`src/rtl/spi_host_frame_driver_if.sv`:
```
// spi_host_frame_driver_if: command/response word stream between a client and the SPI frame driver
interface spi_host_frame_driver_if #(parameter int WORD_WIDTH = 64);
    logic tx_valid, tx_ready, tx_last, rx_valid, abort, busy;
    logic [WORD_WIDTH-1:0] tx_data, rx_data;
    modport master (output tx_valid, tx_data, tx_last, abort, input tx_ready, rx_valid, rx_data, busy);
    modport slave (input tx_valid, tx_data, tx_last, abort, output tx_ready, rx_valid, rx_data, busy);
endinterface

```
`src/rtl/spi_host_frame_driver.sv`:
```
// spi_host_frame_driver: mode-0 MSB-first SPI host that frames streamed command words under one CS assertion
module spi_host_frame_driver #(
    parameter int WORD_WIDTH = 64,
    parameter int CLK_DIV = 4,
    parameter int CS_SETUP = 2,
    parameter int CS_HOLD = 2,
    parameter int CS_IDLE = 2
) (
    input  logic CLK,
    input  logic resetn_in,
    spi_host_frame_driver_if.slave bus,
    output logic SCK,
    output logic CS,
    output logic COPI,
    input  logic CIPO
);
    localparam int BW = $clog2(WORD_WIDTH);
    typedef enum logic [2:0] {IDLE, SETUP, SHIFT, WAIT_NEXT, HOLD, GAP} state_t;
    state_t state;
    logic [15:0] cnt;
    logic [BW-1:0] bit_cnt;
    logic [WORD_WIDTH-1:0] tx_sr, rx_sr, rx_data;
    logic last_q, rx_valid;
    // abort wins over a handshake in WAIT_NEXT, so the word is not reported as taken
    assign bus.tx_ready = state == IDLE || (state == WAIT_NEXT && !bus.abort);
    assign bus.busy = state != IDLE;
    assign bus.rx_valid = rx_valid;
    assign bus.rx_data = rx_data;
    always_ff @(posedge CLK) begin
        if (!resetn_in) begin
            state <= IDLE;
            cnt <= '0;
            bit_cnt <= '0;
            tx_sr <= '0;
            rx_sr <= '0;
            rx_data <= '0;
            rx_valid <= 1'b0;
            last_q <= 1'b0;
            SCK <= 1'b0;
            CS <= 1'b1;
            COPI <= 1'b0;
        end else begin
            rx_valid <= 1'b0;
            if (bus.abort && state != IDLE) begin
                state <= GAP;
                cnt <= '0;
                SCK <= 1'b0;
                CS <= 1'b1;
                COPI <= 1'b0;
            end else begin
                case (state)
                    IDLE, WAIT_NEXT: if (bus.tx_valid) begin
                        state <= state == IDLE ? SETUP : SHIFT;
                        CS <= 1'b0;
                        COPI <= bus.tx_data[WORD_WIDTH-1];
                        tx_sr <= bus.tx_data;
                        last_q <= bus.tx_last;
                        cnt <= '0;
                        bit_cnt <= '0;
                    end
                    SETUP: begin
                        cnt <= cnt == 16'(CS_SETUP - 1) ? '0 : cnt + 16'd1;
                        if (cnt == 16'(CS_SETUP - 1)) state <= SHIFT;
                    end
                    SHIFT: if (cnt != 16'(CLK_DIV - 1)) cnt <= cnt + 16'd1;
                    else begin
                        cnt <= '0;
                        SCK <= ~SCK;
                        if (!SCK) rx_sr <= {rx_sr[WORD_WIDTH-2:0], CIPO};
                        else if (bit_cnt == BW'(WORD_WIDTH - 1)) begin
                            state <= last_q ? HOLD : WAIT_NEXT;
                            rx_data <= rx_sr;
                            rx_valid <= 1'b1;
                            COPI <= 1'b0;
                        end else begin
                            bit_cnt <= bit_cnt + BW'(1);
                            tx_sr <= {tx_sr[WORD_WIDTH-2:0], 1'b0};
                            COPI <= tx_sr[WORD_WIDTH-2];
                        end
                    end
                    HOLD: begin
                        cnt <= cnt == 16'(CS_HOLD - 1) ? '0 : cnt + 16'd1;
                        if (cnt == 16'(CS_HOLD - 1)) begin
                            state <= GAP;
                            CS <= 1'b1;
                        end
                    end
                    GAP: begin
                        cnt <= cnt == 16'(CS_IDLE - 1) ? '0 : cnt + 16'd1;
                        if (cnt == 16'(CS_IDLE - 1)) state <= IDLE;
                    end
                    default: state <= IDLE;
                endcase
            end
        end
    end
endmodule
```
`src/flat_wrapper.sv`:
```
// flat-port wrapper written by rule: the top's interface ports become plain ports
module spi_host_frame_driver_flat 
#(
    parameter int WORD_WIDTH = 64,
    parameter int CLK_DIV = 4,
    parameter int CS_SETUP = 2,
    parameter int CS_HOLD = 2,
    parameter int CS_IDLE = 2
)
  (CLK, resetn_in, SCK, CS, COPI, CIPO, bus_tx_valid, bus_tx_data, bus_tx_last, bus_abort, bus_tx_ready, bus_rx_valid, bus_rx_data, bus_busy);
  spi_host_frame_driver_if #(.WORD_WIDTH(WORD_WIDTH)) bus_i ();
  input  logic CLK;
  input  logic resetn_in;
  output logic SCK;
  output logic CS;
  output logic COPI;
  input  logic CIPO;
  input wire logic [$bits(bus_i.tx_valid)-1:0] bus_tx_valid;
  input wire logic [$bits(bus_i.tx_data)-1:0] bus_tx_data;
  input wire logic [$bits(bus_i.tx_last)-1:0] bus_tx_last;
  input wire logic [$bits(bus_i.abort)-1:0] bus_abort;
  output wire logic [$bits(bus_i.tx_ready)-1:0] bus_tx_ready;
  output wire logic [$bits(bus_i.rx_valid)-1:0] bus_rx_valid;
  output wire logic [$bits(bus_i.rx_data)-1:0] bus_rx_data;
  output wire logic [$bits(bus_i.busy)-1:0] bus_busy;
  assign bus_i.tx_valid = bus_tx_valid;
  assign bus_i.tx_data = bus_tx_data;
  assign bus_i.tx_last = bus_tx_last;
  assign bus_i.abort = bus_abort;
  assign bus_tx_ready = bus_i.tx_ready;
  assign bus_rx_valid = bus_i.rx_valid;
  assign bus_rx_data = bus_i.rx_data;
  assign bus_busy = bus_i.busy;
  spi_host_frame_driver #(.WORD_WIDTH(WORD_WIDTH), .CLK_DIV(CLK_DIV), .CS_SETUP(CS_SETUP), .CS_HOLD(CS_HOLD), .CS_IDLE(CS_IDLE)) u_core (.CLK(CLK), .resetn_in(resetn_in), .bus(bus_i), .SCK(SCK), .CS(CS), .COPI(COPI), .CIPO(CIPO));
endmodule
```
`config.mk`:
```
export PLATFORM = sky130hd
export DESIGN_NAME = spi_host_frame_driver_flat
export DESIGN_NICKNAME = d
export VERILOG_FILES = /design/src/rtl/spi_host_frame_driver_if.sv /design/src/rtl/spi_host_frame_driver.sv /design/src/flat_wrapper.sv
export SDC_FILE = /design/constraint.sdc
export NUM_CORES = 1
export LEC_CHECK = 0
export ABC_CLOCK_PERIOD_IN_PS = 6600
export BUFFER_PORTS_ARGS = -buffer_cell sky130_fd_sc_hd__buf_2
export CAP_MARGIN = 10
export CORE_ASPECT_RATIO = 0.7
export CORE_UTILIZATION = 35
export DETAILED_ROUTE_END_ITERATION = 10
export SETUP_SLACK_MARGIN = 0.05
export SYNTH_ARGS = -nofsm -noshare
export SYNTH_HDL_FRONTEND = slang
export SYNTH_SLANG_ARGS = --single-unit
export TNS_END_PERCENT = 50
```
`constraint.sdc`:
```
create_clock -name CLK -period 6.6 [get_ports CLK]
set_input_delay 0 -clock CLK [delete_from_list [all_inputs] [get_ports CLK]]
set_output_delay 0 -clock CLK [all_outputs]
set_load 0.05 [all_outputs]
```
### Word-level counts from Yosys, hierarchy flattened

Index checks and enable logic that the tools add are counted.

* bits of input ports: 70
* output and inout port bits: 70
* flip-flop bits (word level): 221

* $add $sub $neg: 2
* equality and inequality tests: 23
* reductions and logical operators: 23
* mux-type cells: 34
* bitwise gates (word level): 5

Operator list (number)
* 63-bit two-way mux: 4
* 63-bit case mux with 2 select lines: 1
* 16-bit two-way mux: 3
* 16-bit case mux with 3 select lines: 1
* 3-bit two-way mux: 9
* 6-bit two-way mux: 4
* 16-bit by 1-bit adder with 16-bit output, second input constant: 1
* 16-bit by 1-bit == test with 1-bit output, second input constant: 1
* 16-bit by 2-bit != test with 1-bit output, second input constant: 1
* 3-bit by 1-bit != test with 1-bit output, second input constant: 5
* 3-bit case mux with 5 select lines: 1
* 7-bit AND reduction: 2
* 6-bit case mux with 2 select lines: 1
* 2-bit by 1-bit != test with 1-bit output, second input constant: 5
* 4-bit AND reduction: 2
* 1-bit two-way mux: 7
* 6-bit by 1-bit adder with 6-bit output, second input constant: 1
* 3-bit by 2-bit == test with 1-bit output, second input constant: 2
* 3-bit == test, second input constant: 2
* 6-bit == test, second input constant: 1
* 2-bit != test, second input constant: 3
* 3-bit by 2-bit != test with 1-bit output, second input constant: 2
* 3-bit AND reduction: 2
* 6-bit AND reduction: 1
* other kinds (15): 25

### Longest topological paths before layout

Gate-level depths: netlist of run 1.

* depth after elaboration: 6
* gate-level depth with buffers: 8
* mapped depth without buffers: 7

### Worst setup path before layout of run 1

OpenSTA, ideal clock, no wires.

* path kind: reg-to-reg
* start point: register u_core.state[2]
* end point: register u_core.rx_data[0], in the netlist u_core.bus.rx_data[0]
* setup time: 0.132 ns
* path slack: 4.106 ns
* cell stages (with the launch flop): 9
* path buffers: 3
* data arrival time: 2.361 ns
* path through: dfxtp_1 -> or3_1 -> and2_1 -> buf_2 -> or4_1 -> clkbuf_1 -> buf_2 -> nand2_1 -> a21oi_1

* cells in the longest elaborated chain, start to end: 4
* elaborated cells on any way between the ends: 5
* classes of those cells: eq/ne (1); bitwise (1); reduce/logical (3)

Ends and longest elaborated chain
* start, declared: RTL line spi_host_frame_driver.sv:19 `state_t state;`
* start signal, assigned: RTL line spi_host_frame_driver.sv:53 `state <= state == IDLE ? SETUP : SHIFT;`
* start signal, assigned: RTL line spi_host_frame_driver.sv:71 `state <= last_q ? HOLD : WAIT_NEXT;`
* 3-bit nonzero test
* named net bus_busy: RTL line flat_wrapper.sv:25 `output wire logic [$bits(bus_i.busy)-1:0] bus_busy;`
* 1-bit logical AND: RTL line spi_host_frame_driver.sv:44 `if (bus.abort && state != IDLE) begin`
* 1-bit NOT (no source line)
* 5-bit AND reduction (no source line)
* end signal, assigned: RTL line spi_host_frame_driver.sv:72 `rx_data <= rx_sr;`
* end, declared: RTL line spi_host_frame_driver.sv:22 `logic [WORD_WIDTH-1:0] tx_sr, rx_sr, rx_data;`

The timed path passes the listed nets, and every way through them passes these cells.
A chain may end at the register's enable or synchronous reset.

### Worst setup path in the final report of run 1

* start point: register u_core.cnt[2]
* end point: register u_core.tx_sr[16]

* cells in the longest elaborated chain, start to end: 3

Ends and longest elaborated chain
* start, declared: RTL line spi_host_frame_driver.sv:20 `logic [15:0] cnt;`
* start signal, assigned: RTL line spi_host_frame_driver.sv:62 `cnt <= cnt == 16'(CS_SETUP - 1) ? '0 : cnt + 16'd1;`
* start signal, assigned: RTL line spi_host_frame_driver.sv:65 `SHIFT: if (cnt != 16'(CLK_DIV - 1)) cnt <= cnt + 16'd1;`
* start signal, assigned: RTL line spi_host_frame_driver.sv:82 `cnt <= cnt == 16'(CS_HOLD - 1) ? '0 : cnt + 16'd1;`
* 16-bit by 2-bit != test with 1-bit output: RTL line spi_host_frame_driver.sv:65
* 2-bit != test (no source line)
* 6-bit AND reduction (no source line)
* end signal, assigned: RTL line spi_host_frame_driver.sv:56 `tx_sr <= bus.tx_data;`
* end signal, assigned: RTL line spi_host_frame_driver.sv:77 `tx_sr <= {tx_sr[WORD_WIDTH-2:0], 1'b0};`
* end, declared: RTL line spi_host_frame_driver.sv:22

Every way passes these cells.

==> results of run 1 <==
worst paths after layout:
path	end	start	cells past startpoint	slack [ns]
setup / recovery	u_core.tx_sr[16]	u_core.cnt[2]	7	3.22
hold reg to reg	u_core.bus.rx_data[16]	u_core.bus.rx_data[16]	2	0.45
setup reg to reg	u_core.tx_sr[16]	u_core.cnt[2]	7	3.22
hold / removal	u_core.tx_sr[22]	bus_tx_data[22]	4	0.31
flip-flops by register name, indices dropped and copies added, names as in the netlist:
name	cells
u_core.COPI	1
u_core.bit_cnt	6
u_core.tx_sr	63
u_core.last_q	1
u_core.SCK	1
u_core.rx_sr	64
u_core.state	3
u_core.bus.rx_data	64
u_core.cnt	16
u_core.bus.rx_valid	1
u_core.CS	1
cell type report:
cell class                 count  area, um^2
clock buffer                  33         666
clock inverter                 9         110
fill                        2495       13600
inverter                       7        31.3
multi-input combinational    802        4030
sequential                   221        4420
tap                          325         407
timing repair buffer         219        1470
worst max-delay path, stage by stage, from the launching register on:
cell and delay (ns):
dfxtp_1 0.34, nor4_1 0.46, nand4_1 0.54, nand2_2 0.20, buf_4 0.59, and2_2 0.27, buf_4 0.54, a311oi_1 0.21
cells in the final DEF (no fill, tap or decap), types with 21 or more instances in the layout:
cell,instances
a21oi_1,203
a311oi_1,65
buf_2,139
clkbuf_16,25
dfxtp_1,221
dlygate4sd3_1,70
nand2_1,398
nor2_1,21
per-layer routing:
layer | vias up | global-route usage
met5 | - | 0
met4 | 0 | 0.0542
met3 | 35 | 0.0288
met2 | 160 | 0.253
met1 | 3841 | 0.259
li1 | 4172 | -
power groups by stage:
| stage | Combinational (uW) | Clock [uW] | Sequential (uW) |
|---|---|---|---|
| after global placement | 1070 | 0 | 1690 |
| after global routing | 1240 | 1420 | 1690 |
| after detailed placement | 1080 | 0 | 1690 |
| after CTS | 1120 | 1370 | 1660 |
| final | 1120 | 1320 | 1670 |
| after floorplan | 883 | 0 | 1660 |
cell families (layout without fill, tap and decap cells):
family | count (synthesis) | after routing
xor gates and xnor gates | 9 | 9
and+or+nand+nor | 485 | 485
DFF | 221 | 221
muxes | 2 | 2
buffers and inverters | 98 | 268
adders and majority gates | 3 | 3
AOI/OAI and AO/OA | 303 | 303
through the flow:
step | area [um^2] | total power [uW]
6_report | 11100 | 4110
5_1_grt | 11100 | 4350
3_5_place_dp | 9660 | 2770
2_1_floorplan | 8850 | 2550
3_3_place_gp | 9660 | 2760
4_1_cts | 11100 | 4150
timing repair:
item | CTS | global route
setup buffers | 0 | 0
hold endpoints to repair | 74 | 0
hold buffers | 70 | 0
==> flow_metrics.env, run 1 <==
export IMPL_seq_area_frac_synth=0.500
export IMPL_final_min_period_over_clock_period=0.512
export IMPL_layout_drive_gt1_share=0.154
export IMPL_route_antenna_remaining_nets=0
export IMPL_post_cts_resized=0
export IMPL_grt_first_pass_wirelength_um=37500
export IMPL_die_area_um2=25900
export IMPL_die_w_um=192
export IMPL_start_kind="flip-flop"
export IMPL_cts_sinks=221
export IMPL_mappedNetlistArea_um2=8850
export IMPL_max_cap_violations=0
export IMPL_yosys_top_cells_count="nand2_1 (400), dfxtp_1 (221), a21oi_1 (203), a311oi_1 (65), clkbuf_1 (57)"
export IMPL_cts_buffers_inserted=24
export IMPL_peakVddDrop_mv=0.243
export IMPL_placement_setup_worst_slack_ns=3.30
export IMPL_path_class="reg2reg"
export IMPL_internal_power_uw=2720
export IMPL_syn_to_final_growth_pct=25.8
export IMPL_utilization=0.450
export IMPL_powerDensity_nw_per_um2=369
export IMPL_p_seq_frac=0.406
export IMPL_detail_route_drc_violations=0
export IMPL_wl_met1_um=11600
export IMPL_yosys_area_top_type="dfxtp_1"
export IMPL_wl_met3_um=938
export IMPL_clk_lat_worst_skew_ns=0.51
export IMPL_synthesis_nets=1194
export IMPL_drv_slew=0
export IMPL_switching_share=0.338
export IMPL_dr_wl_met2_um=10100
export IMPL_antenna_found_initial=0
export IMPL_drt_pre_antenna_iters=5
export IMPL_synthTopCellsByArea="dfxtp_1 (50%), nand2_1 (17%), a21oi_1 (11%)"
export IMPL_clock_root_buffer="clkbuf_16"
export IMPL_drt_total_wl_um=23100
export IMPL_core_area_um2=24700
export IMPL_finalNonFillerCells=1616
export IMPL_synth_top_flop_cell="dfxtp_1"
export IMPL_setup_tns_final_ns=0
export IMPL_placed_cells=1504
export IMPL_yosysMostFrequentCell="nand2_1"
export IMPL_topRoutingLayerUsed="met4"
export IMPL_synth_async_reset_ratio=0
export IMPL_post_synth_and_or_nand_nor_area_fraction=0.229
export IMPL_static_leakage_uw=0.00408
export IMPL_comb_power_share=0.272
export IMPL_post_dp_hpwl_um=13100
export IMPL_combinational_family_with_the_most_area_after_synthesis="simple AND/OR/NAND/NOR gates"
export IMPL_postSynthCellCount=1121
export IMPL_maxClockFrequency_mhz=296
export IMPL_run_status="completed"
export IMPL_gp_congestion=0.811
export IMPL_yosys_area_top_type_share=0.500
export IMPL_globalRoute_totalOverflow=0
export IMPL_max_slew_worst_pin_slew_ns=1.08
export IMPL_ys_ff_latch=221
export IMPL_viasPerCell=5.08
export IMPL_final_hold_worst_slack_ns=0.307
export IMPL_layout_min_cycle_time_ns=3.38
export IMPL_finalSetupViolCount=0
export IMPL_grt_pass1_vias=7375
export IMPL_synth_enable_flop_cells=0
export IMPL_insertedDiodeCount=0
export IMPL_finalWorstSetupSlack_ns=3.22
export IMPL_dieHeight_um=135
export IMPL_num_io_pins=140
export IMPL_drt_iter0_markers=601
export IMPL_timing_critical_path_arrival_ns=3.72
export IMPL_finish_net_count=1348
export IMPL_fin_worst_skew_ns=0.0130
export IMPL_endpoint_type_of_the_worst_setup_path="flip-flop"
export IMPL_htreeDepth=1
export IMPL_grt_max_degree=122
export IMPL_start_util=0.358
export IMPL_placementRows=48
export IMPL_synth_compound_area_share=0.209
export IMPL_synth_adder_area_share=0.00424
export IMPL_total_vias_in_the_final_route=8208
export IMPL_min_delay_path_class="in2reg"
export IMPL_yosys_warnings=0
export IMPL_post_synth_xor_xnor_area=0.00891
export IMPL_per_cell_routed_wire_length_um=14.3
export IMPL_number_of_buffers_between_clock_root_and_the_deepest_sink=3
export IMPL_synth_avg_cell_area_um2=7.89
export IMPL_unrepaired_setup_endpoints_after_global_routing="false"
export IMPL_clkTransAtPathRegs_ns=0.06
export IMPL_max_slew_margin_rel=0.279
export IMPL_tritoncts="done"
export IMPL_final_hold_violation_count=0
export IMPL_global_route_usage_total=0.174
export IMPL_synth_mux_area_fraction=0.00226
export IMPL_net_switching_power_uw=1390
export IMPL_p_clk_frac=0.322
export IMPL_critical_path_max_fanout=71
export IMPL_place_port_buffers=139
export IMPL_netlist_cell_type_count=45
export IMPL_critical_path_required_ns=6.94
(Power assumes the default switching activity.)
==> run 2, diff against run 1 <==
--- a/config.mk
+++ b/config.mk
@@ -5,7 +5,8 @@
 export SDC_FILE = /design/constraint.sdc
 export NUM_CORES = 1
 export LEC_CHECK = 0
-export ABC_CLOCK_PERIOD_IN_PS = 6600
+export ABC_AREA = 1
+export ABC_CLOCK_PERIOD_IN_PS = 2750
 export BUFFER_PORTS_ARGS = -buffer_cell sky130_fd_sc_hd__buf_2
 export CAP_MARGIN = 10
 export CORE_ASPECT_RATIO = 0.7
==> constraint.sdc (replaced) <==
create_clock -name CLK -period 2.75 [get_ports CLK]
set_input_delay 0 -clock CLK [delete_from_list [all_inputs] [get_ports CLK]]
set_output_delay 0 -clock CLK [all_outputs]
set_load 0.05 [all_outputs]
==> run 2 against run 1 <==
Utilization rose by 0.55 points. Largest cell class unchanged. Maximum frequency rose by 40%. Sequential share of layout area fell by 2.0 points. Critical endpoint is now u_core.state[0]. Via count rose by 7.3%. Cell area rose by 5.3%.
==> flow_metrics.env, run 2 <==
export IMPL_yosys_warnings=0
export IMPL_fin_worst_skew_ns=0.0160
export IMPL_layout_drive_gt1_share=0.147
export IMPL_most_common_cell_after_layout_fill_and_taps_aside="nand2_1"
export IMPL_placementRows=49
export IMPL_timing_critical_path_arrival_ns=2.82
export IMPL_per_cell_routed_wire_length_um=13.4
export IMPL_drt_total_wl_um=24400
export IMPL_start_kind="flip-flop"
export IMPL_yosys_area_top_type_share=0.482
export IMPL_hold_fix_buffer_count_after_cts=72
export IMPL_critical_path_required_ns=3.15
export IMPL_cts_setup_buffers=0
export IMPL_yosysMostFrequentCell="nand2_1"
export IMPL_run_status="completed"
export IMPL_synth_enable_flop_cells=0
export IMPL_powerDensity_nw_per_um2=895
export IMPL_ys_ff_latch=221
export IMPL_critical_path_max_stage_delay_ns=0.55
export IMPL_total_vias_in_the_final_route=8810
export IMPL_synthesis_nets=1382
export IMPL_viasPerCell=4.84
export IMPL_route_antenna_remaining_nets=0
export IMPL_path_class="reg2reg"
export IMPL_multi_input_comb_area_um2=4250
export IMPL_critical_path_max_fanout=31
export IMPL_place_port_buffers=139
export IMPL_clk_lat_worst_skew_ns=0.51
export IMPL_net_switching_power_uw=3750
export IMPL_final_seq_area_um2=4420
export IMPL_maxClockFrequency_mhz=414
export IMPL_synth_top_flop_cell="dfxtp_1"
export IMPL_postSynthCellCount=1309
export IMPL_seq_area_frac_synth=0.482
export IMPL_unrepaired_setup_endpoints_after_global_routing="false"
export IMPL_layout_min_cycle_time_ns=2.42
export IMPL_utilization=0.456
export IMPL_endpoint_type_of_the_worst_setup_path="flip-flop"
export IMPL_setup_tns_final_ns=0
export IMPL_grt_max_degree=69
export IMPL_netlist_cell_type_count=30
export IMPL_finalNonFillerCells=1821
export IMPL_static_leakage_uw=0.00505
export IMPL_critPathMostFrequentCell="nor2_1"
export IMPL_cp_cell_sequence="inv_2 > nand3_2 > buf_4 > nor2_1 > inv_1 > nand2_1 > nor2_1 > nand3_1 > nand2_1 > dlygate4sd3_1 > nor2_1"
export IMPL_placement_setup_worst_slack_ns=0.521
export IMPL_comb_power_share=0.304
export IMPL_final_cell_mix="nand2_1 (316), nor2_1 (237), dfxtp_1 (221), a21oi_1 (145), buf_2 (139)"
export IMPL_mappedNetlistArea_um2=9180
export IMPL_p_clk_frac=0.335
export IMPL_num_fill_cells=2587
export IMPL_synth_async_reset_ratio=0
export IMPL_peakVddDrop_mv=0.624
export IMPL_switching_share=0.357
export IMPL_worst_path_buf_inv=4
export IMPL_number_of_buffers_between_clock_root_and_the_deepest_sink=3
export IMPL_yosys_top_cells_count="nand2_1 (318), nor2_1 (238), dfxtp_1 (221), a21oi_1 (145), nand3_1 (82)"
export IMPL_synth_avg_cell_area_um2=7.01
export IMPL_synthTopCellsByArea="dfxtp_1 (48%), nand2_1 (13%), nor2_1 (9.7%)"
export IMPL_detail_route_drc_violations=0
export IMPL_max_slew_worst_pin_slew_ns=0.675
export IMPL_post_dp_hpwl_um=14400
export IMPL_drv_slew=0
export IMPL_yosys_area_top_type="dfxtp_1"
export IMPL_global_route_usage_total=0.177
export IMPL_min_delay_path_class="in2reg"
export IMPL_start_util=0.357
export IMPL_syn_to_final_growth_pct=27.7
export IMPL_grt_pass1_vias=8025
export IMPL_cts_buffers_inserted=25
export IMPL_internal_power_uw=6750
export IMPL_globalRoute_totalOverflow=0
export IMPL_drt_pre_antenna_iters=4
export IMPL_critPathTopFamily="buffers and inverters"
export IMPL_gp_congestion=0.808
export IMPL_htreeDepth=1
export IMPL_drt_iter0_markers=524
export IMPL_clock_root_buffer="clkbuf_16"
export IMPL_die_w_um=196
export IMPL_p_seq_frac=0.361
export IMPL_grt_first_pass_wirelength_um=40100
export IMPL_num_io_pins=140
export IMPL_final_hold_violation_count=0
export IMPL_tritoncts="done"
export IMPL_core_area_um2=25700
export IMPL_die_area_um2=26900
export IMPL_finalSetupViolCount=0
export IMPL_finalWorstSetupSlack_ns=0.332
export IMPL_post_cts_resized=0
export IMPL_finish_net_count=1545
export IMPL_dieHeight_um=138
export IMPL_antenna_found_initial=0
export IMPL_largestRegisters="u_core.bus.rx_data: 64 flops, u_core.rx_sr: 64 flops, u_core.tx_sr: 63 flops"
export IMPL_clkTransAtPathRegs_ns=0.06
export IMPL_critPathSlowestCell="dlygate4sd3_1"
export IMPL_insertedDiodeCount=0
export IMPL_max_cap_violations=0
export IMPL_max_slew_margin_rel=0.550
export IMPL_cts_sinks=221
export IMPL_placed_cells=1704
export IMPL_final_min_period_over_clock_period=0.879
[run 2: cell count changes in the layout (fill, tap and decap cells not counted), moves of 19 or more]
cell / previous run / this run
a311oi_1: 65 / 0
o21ai_0: 10 / 60
a21oi_1: 203 / 145
nor3_1: 3 / 74
nand3_1: 10 / 82
inv_1: 6 / 25
nand2_1: 398 / 316
nor2_1: 21 / 237
[run 2: final cells by class]
| class | count | share of cell area |
|---|---|---|
| clock buffer | 31 | 0.0587 |
| timing repair buffer | 229 | 0.140 |
| multi-input combinational | 964 | 0.363 |
| clock inverter | 14 | 0.0164 |
| sequential | 221 | 0.377 |
| inverter | 31 | 0.0101 |
| tap | 331 | 0.0353 |
[run 2: path summary, 6_finish.rpt]
kind | startpoint | end | slack, ns | cells after the start
setup reg to reg | u_core.state[0] | u_core.state[0] | 0.33 | 11
hold / removal | CIPO | u_core.rx_sr[0] | 0.33 | 4
setup / recovery | u_core.state[0] | u_core.state[0] | 0.33 | 11
hold reg to reg | u_core.tx_sr[55] | u_core.tx_sr[55] | 0.46 | 2
[run 2: worst reg2reg max path: stages (launching register included)]
cell and delay, ns:
dfxtp_1 0.42, inv_2 0.08, nand3_2 0.24, buf_4 0.38, nor2_1 0.16, inv_1 0.08, nand2_1 0.05, nor2_1 0.17
nand3_1 0.10, nand2_1 0.07, dlygate4sd3_1 0.55, nor2_1 0.04
[run 2: metal layers]
layer	wire [um]	track usage
met5	0	0
met1	12600	0.260
met4	316	0.0328
met2	10400	0.271
met3	1130	0.0326
[run 2: metrics by stage]
step	area [um^2]	total power, uW	hold slack, ns
6_report	11700	10500	0.331
2_1_floorplan	9180	6150	0.168
3_3_place_gp	10100	6910	0.298
4_1_cts	11700	10600	0.317
5_1_grt	11700	11100	0.366
3_5_place_dp	10100	6950	0.310
[run 2: kinds of logic (layout without fill, tap and decap cells)]
family                   Yosys count  count (layout)  share of synthesized area
XOR/XNOR                          10              10                    0.00954
flip-flops                       221             221                      0.482
AND/OR/NAND/NOR                  727             727                      0.323
adder cells (fa/ha/maj)            3               3                    0.00409
buffers and inverters            124             305                     0.0575
AO/OA/AOI/OAI                    224             224                      0.124
[run 2: power by group through the flow]
stage | Sequential (uW) | Clock (uW) | Combinational, uW
2_1_floorplan | 3840 | 0 | 2310
3_3_place_gp | 3840 | 0 | 3060
3_5_place_dp | 3850 | 0 | 3090
4_1_cts | 3790 | 3600 | 3190
5_1_grt | 3840 | 3730 | 3560
6_report | 3790 | 3520 | 3190
==> run 3, diff against run 2 <==
--- a/config.mk
+++ b/config.mk
@@ -7,11 +7,11 @@
 export LEC_CHECK = 0
 export ABC_AREA = 1
 export ABC_CLOCK_PERIOD_IN_PS = 2750
-export BUFFER_PORTS_ARGS = -buffer_cell sky130_fd_sc_hd__buf_2
 export CAP_MARGIN = 10
 export CORE_ASPECT_RATIO = 0.7
 export CORE_UTILIZATION = 35
 export DETAILED_ROUTE_END_ITERATION = 10
+export DONT_BUFFER_PORTS = 1
 export SETUP_SLACK_MARGIN = 0.05
 export SYNTH_ARGS = -nofsm -noshare
 export SYNTH_HDL_FRONTEND = slang
==> run 3 against run 2 <==
Maximum frequency up 0.13%. Total power down 6.5%. Sequential cell count unchanged. Via count down 4.5%. Clock skew down 0.011 ns. Register-to-register slack about the same. Global-route usage down 0.53 points. First-iteration DRC count up 8.4%. Combinational power down 6.9%. Largest power group unchanged.
==> flow_metrics.env, run 3 (synthesized netlist as in run 2, its figures left out) <==
export IMPL_run_status="completed"
export IMPL_p_seq_frac=0.391
export IMPL_post_dp_hpwl_um=14100
export IMPL_most_common_cell_after_layout_fill_and_taps_aside="nand2_1"
export IMPL_die_area_um2=26900
export IMPL_rr_startpoint="u_core.state[0]"
export IMPL_per_cell_routed_wire_length_um=14.3
export IMPL_critPathMostFrequentCell="nor2_1"
export IMPL_core_area_um2=25700
export IMPL_cts_buffers_inserted=24
export IMPL_critical_path_max_fanout=67
export IMPL_gp_congestion=0.793
export IMPL_critical_path_required_ns=3.15
export IMPL_path_class="reg2reg"
export IMPL_critical_path_max_stage_delay_ns=0.55
export IMPL_power_uw=9820
export IMPL_globalRoute_totalOverflow=0
export IMPL_drt_pre_antenna_iters=5
export IMPL_final_cell_mix="nand2_1 (316), nor2_1 (237), dfxtp_1 (221), a21oi_1 (145), nand3_1 (82)"
export IMPL_fin_worst_skew_ns=0.00529
export IMPL_clkTransAtPathRegs_ns=0.06
export IMPL_max_slew_margin_rel=0.530
export IMPL_finalNonFillerCells=1682
export IMPL_switching_share=0.369
export IMPL_number_of_buffers_between_clock_root_and_the_deepest_sink=3
export IMPL_max_slew_worst_pin_slew_ns=0.706
export IMPL_clk_lat_worst_skew_ns=0.51
export IMPL_maxClockFrequency_mhz=414
export IMPL_syn_to_final_growth_pct=18.6
export IMPL_critPathTopFamily="buffers and inverters"
export IMPL_cts_setup_buffers=0
export IMPL_placed_cells=1567
export IMPL_antenna_found_initial=1
export IMPL_p_clk_frac=0.306
export IMPL_internal_power_uw=6190
export IMPL_endpoint_type_of_the_worst_setup_path="flip-flop"
export IMPL_static_leakage_uw=0.00433
export IMPL_layout_drive_gt1_share=0.0541
export IMPL_start_util=0.357
export IMPL_peakVddDrop_mv=0.588
export IMPL_cp_cell_sequence="inv_2 > nand3_2 > buf_6 > nor2_1 > inv_1 > nand2_1 > nor2_1 > nand3_1 > nand2_1 > dlygate4sd3_1 > nor2_1"
export IMPL_finalSetupViolCount=0
export IMPL_viasPerCell=5.00
export IMPL_timing_hold_worst_path_depth=3
export IMPL_max_cap_violations=0
export IMPL_placementRows=49
export IMPL_placement_setup_worst_slack_ns=0.529
export IMPL_timing_critical_path_arrival_ns=2.82
export IMPL_dpl_instance_area_um2=9410
export IMPL_finish_instance_area_um2=10900
export IMPL_total_vias_in_the_final_route=8413
export IMPL_worst_hold_path_endpoint="u_core.rx_sr[0]"
export IMPL_detail_route_drc_violations=0
export IMPL_place_port_buffers=0
export IMPL_net_switching_power_uw=3620
export IMPL_finish_net_count=1408
export IMPL_powerDensity_nw_per_um2=901
export IMPL_grt_pass1_vias=7477
export IMPL_min_delay_path_class="in2reg"
export IMPL_start_kind="flip-flop"
export IMPL_dieHeight_um=138
export IMPL_setup_tns_final_ns=0
export IMPL_grt_max_degree=72
export IMPL_r2r_slack_ns=0.34
export IMPL_cts_sinks=221
export IMPL_grt_first_pass_wirelength_um=38700
export IMPL_largestRegisters="u_core.bus.rx_data: 64 flops, u_core.rx_sr: 64 flops, u_core.tx_sr: 63 flops"
export IMPL_global_route_usage_total=0.172
export IMPL_drt_total_wl_um=24000
export IMPL_unrepaired_setup_endpoints_after_global_routing="false"
export IMPL_num_io_pins=140
export IMPL_htreeDepth=1
export IMPL_drt_iter0_markers=568
export IMPL_worst_path_buf_inv=4
export IMPL_drv_slew=0
export IMPL_route_antenna_remaining_nets=0
export IMPL_comb_power_share=0.303
export IMPL_tritoncts="done"
export IMPL_finalWorstSetupSlack_ns=0.335
export IMPL_critPathSlowestCell="dlygate4sd3_1"
export IMPL_die_w_um=196
export IMPL_clock_root_buffer="clkbuf_16"
export IMPL_layout_min_cycle_time_ns=2.41
export IMPL_r2r_cells=11
export IMPL_timing_rr_end="u_core.state[0]"
export IMPL_final_hold_violation_count=0
export IMPL_hp_start="CIPO"
export IMPL_final_min_period_over_clock_period=0.878
==> run 3: changes by cell type in the layout (fill, tap and decap cells not counted), sizes merged <==
cell | previous run | this run
clkinv | 8 | 4
diode | 0 | 1
buf | 157 | 21
inv | 33 | 31
clkinvlp | 0 | 1
clkbuf | 31 | 36
bufinv | 4 | 0
==> run 3: worst max-delay path by stage <==
| stage | from | to | depth (start not counted) |
|---|---|---|---|
| floorplan | u_core.state[1] | u_core.last_q | 9 |
| global placement | u_core.state[1] | u_core.rx_sr[63] | 10 |
| detailed placement | u_core.state[1] | u_core.rx_sr[63] | 10 |
| CTS | u_core.state[0] | u_core.state[2] | 11 |
| global route | u_core.state[0] | u_core.state[0] | 11 |
| finish | u_core.state[0] | u_core.state[0] | 11 |
==> run 3: power groups by stage <==
stage               sequential [uW]  clock, uW  combinational, uW
finish                         3840       3010               2970
global route                   3890       3220               3300
CTS                            3830       3100               2960
detailed placement             3900          0               2830
global placement               3900          0               2810
floorplan                      3840          0               2310
==> run 3: layout make-up <==
cell class	count	area [um^2]
fill	2655	14900
sequential	221	4420
multi-input combinational	964	4250
timing repair buffer	93	952
clock buffer	36	697
tap	331	414
inverter	31	119
clock inverter	5	27.5
antenna	1	2.50
==> run 3: what timing repair did <==
| item | 4_1_cts | 5_1_grt |
|---|---|---|
| gates resized for setup | 0 | 1 |
| hold buffers | 73 | 0 |
| hold endpoints to repair | 185 | 0 |
| endpoints found under the setup margin | 0 | 2 |
==> run 3: through the flow <==
stage,hold WS [ns],utilization
floorplan,0.168,-
global placement,0.138,0.365
detailed placement,0.141,0.365
CTS,0.213,0.423
global route,0.249,0.423
finish,0.241,0.423
==> run 3: worst min-delay path, delay by kind of cell <==
family,cells,cell delay [ns]
buffers and inverters,1,0.54
and+or+nand+nor,2,0.15
==> run 3: metal layers <==
metal | global-route usage | up-vias | part of all wire | wire length, um
met5 | 0 | - | 0 | 0
met4 | 0.0381 | 0 | 0.017 | 408
met3 | 0.0375 | 31 | 0.057 | 1360
met2 | 0.257 | 177 | 0.42 | 9970
met1 | 0.251 | 3897 | 0.51 | 12200
li1 | - | 4308 | - | -
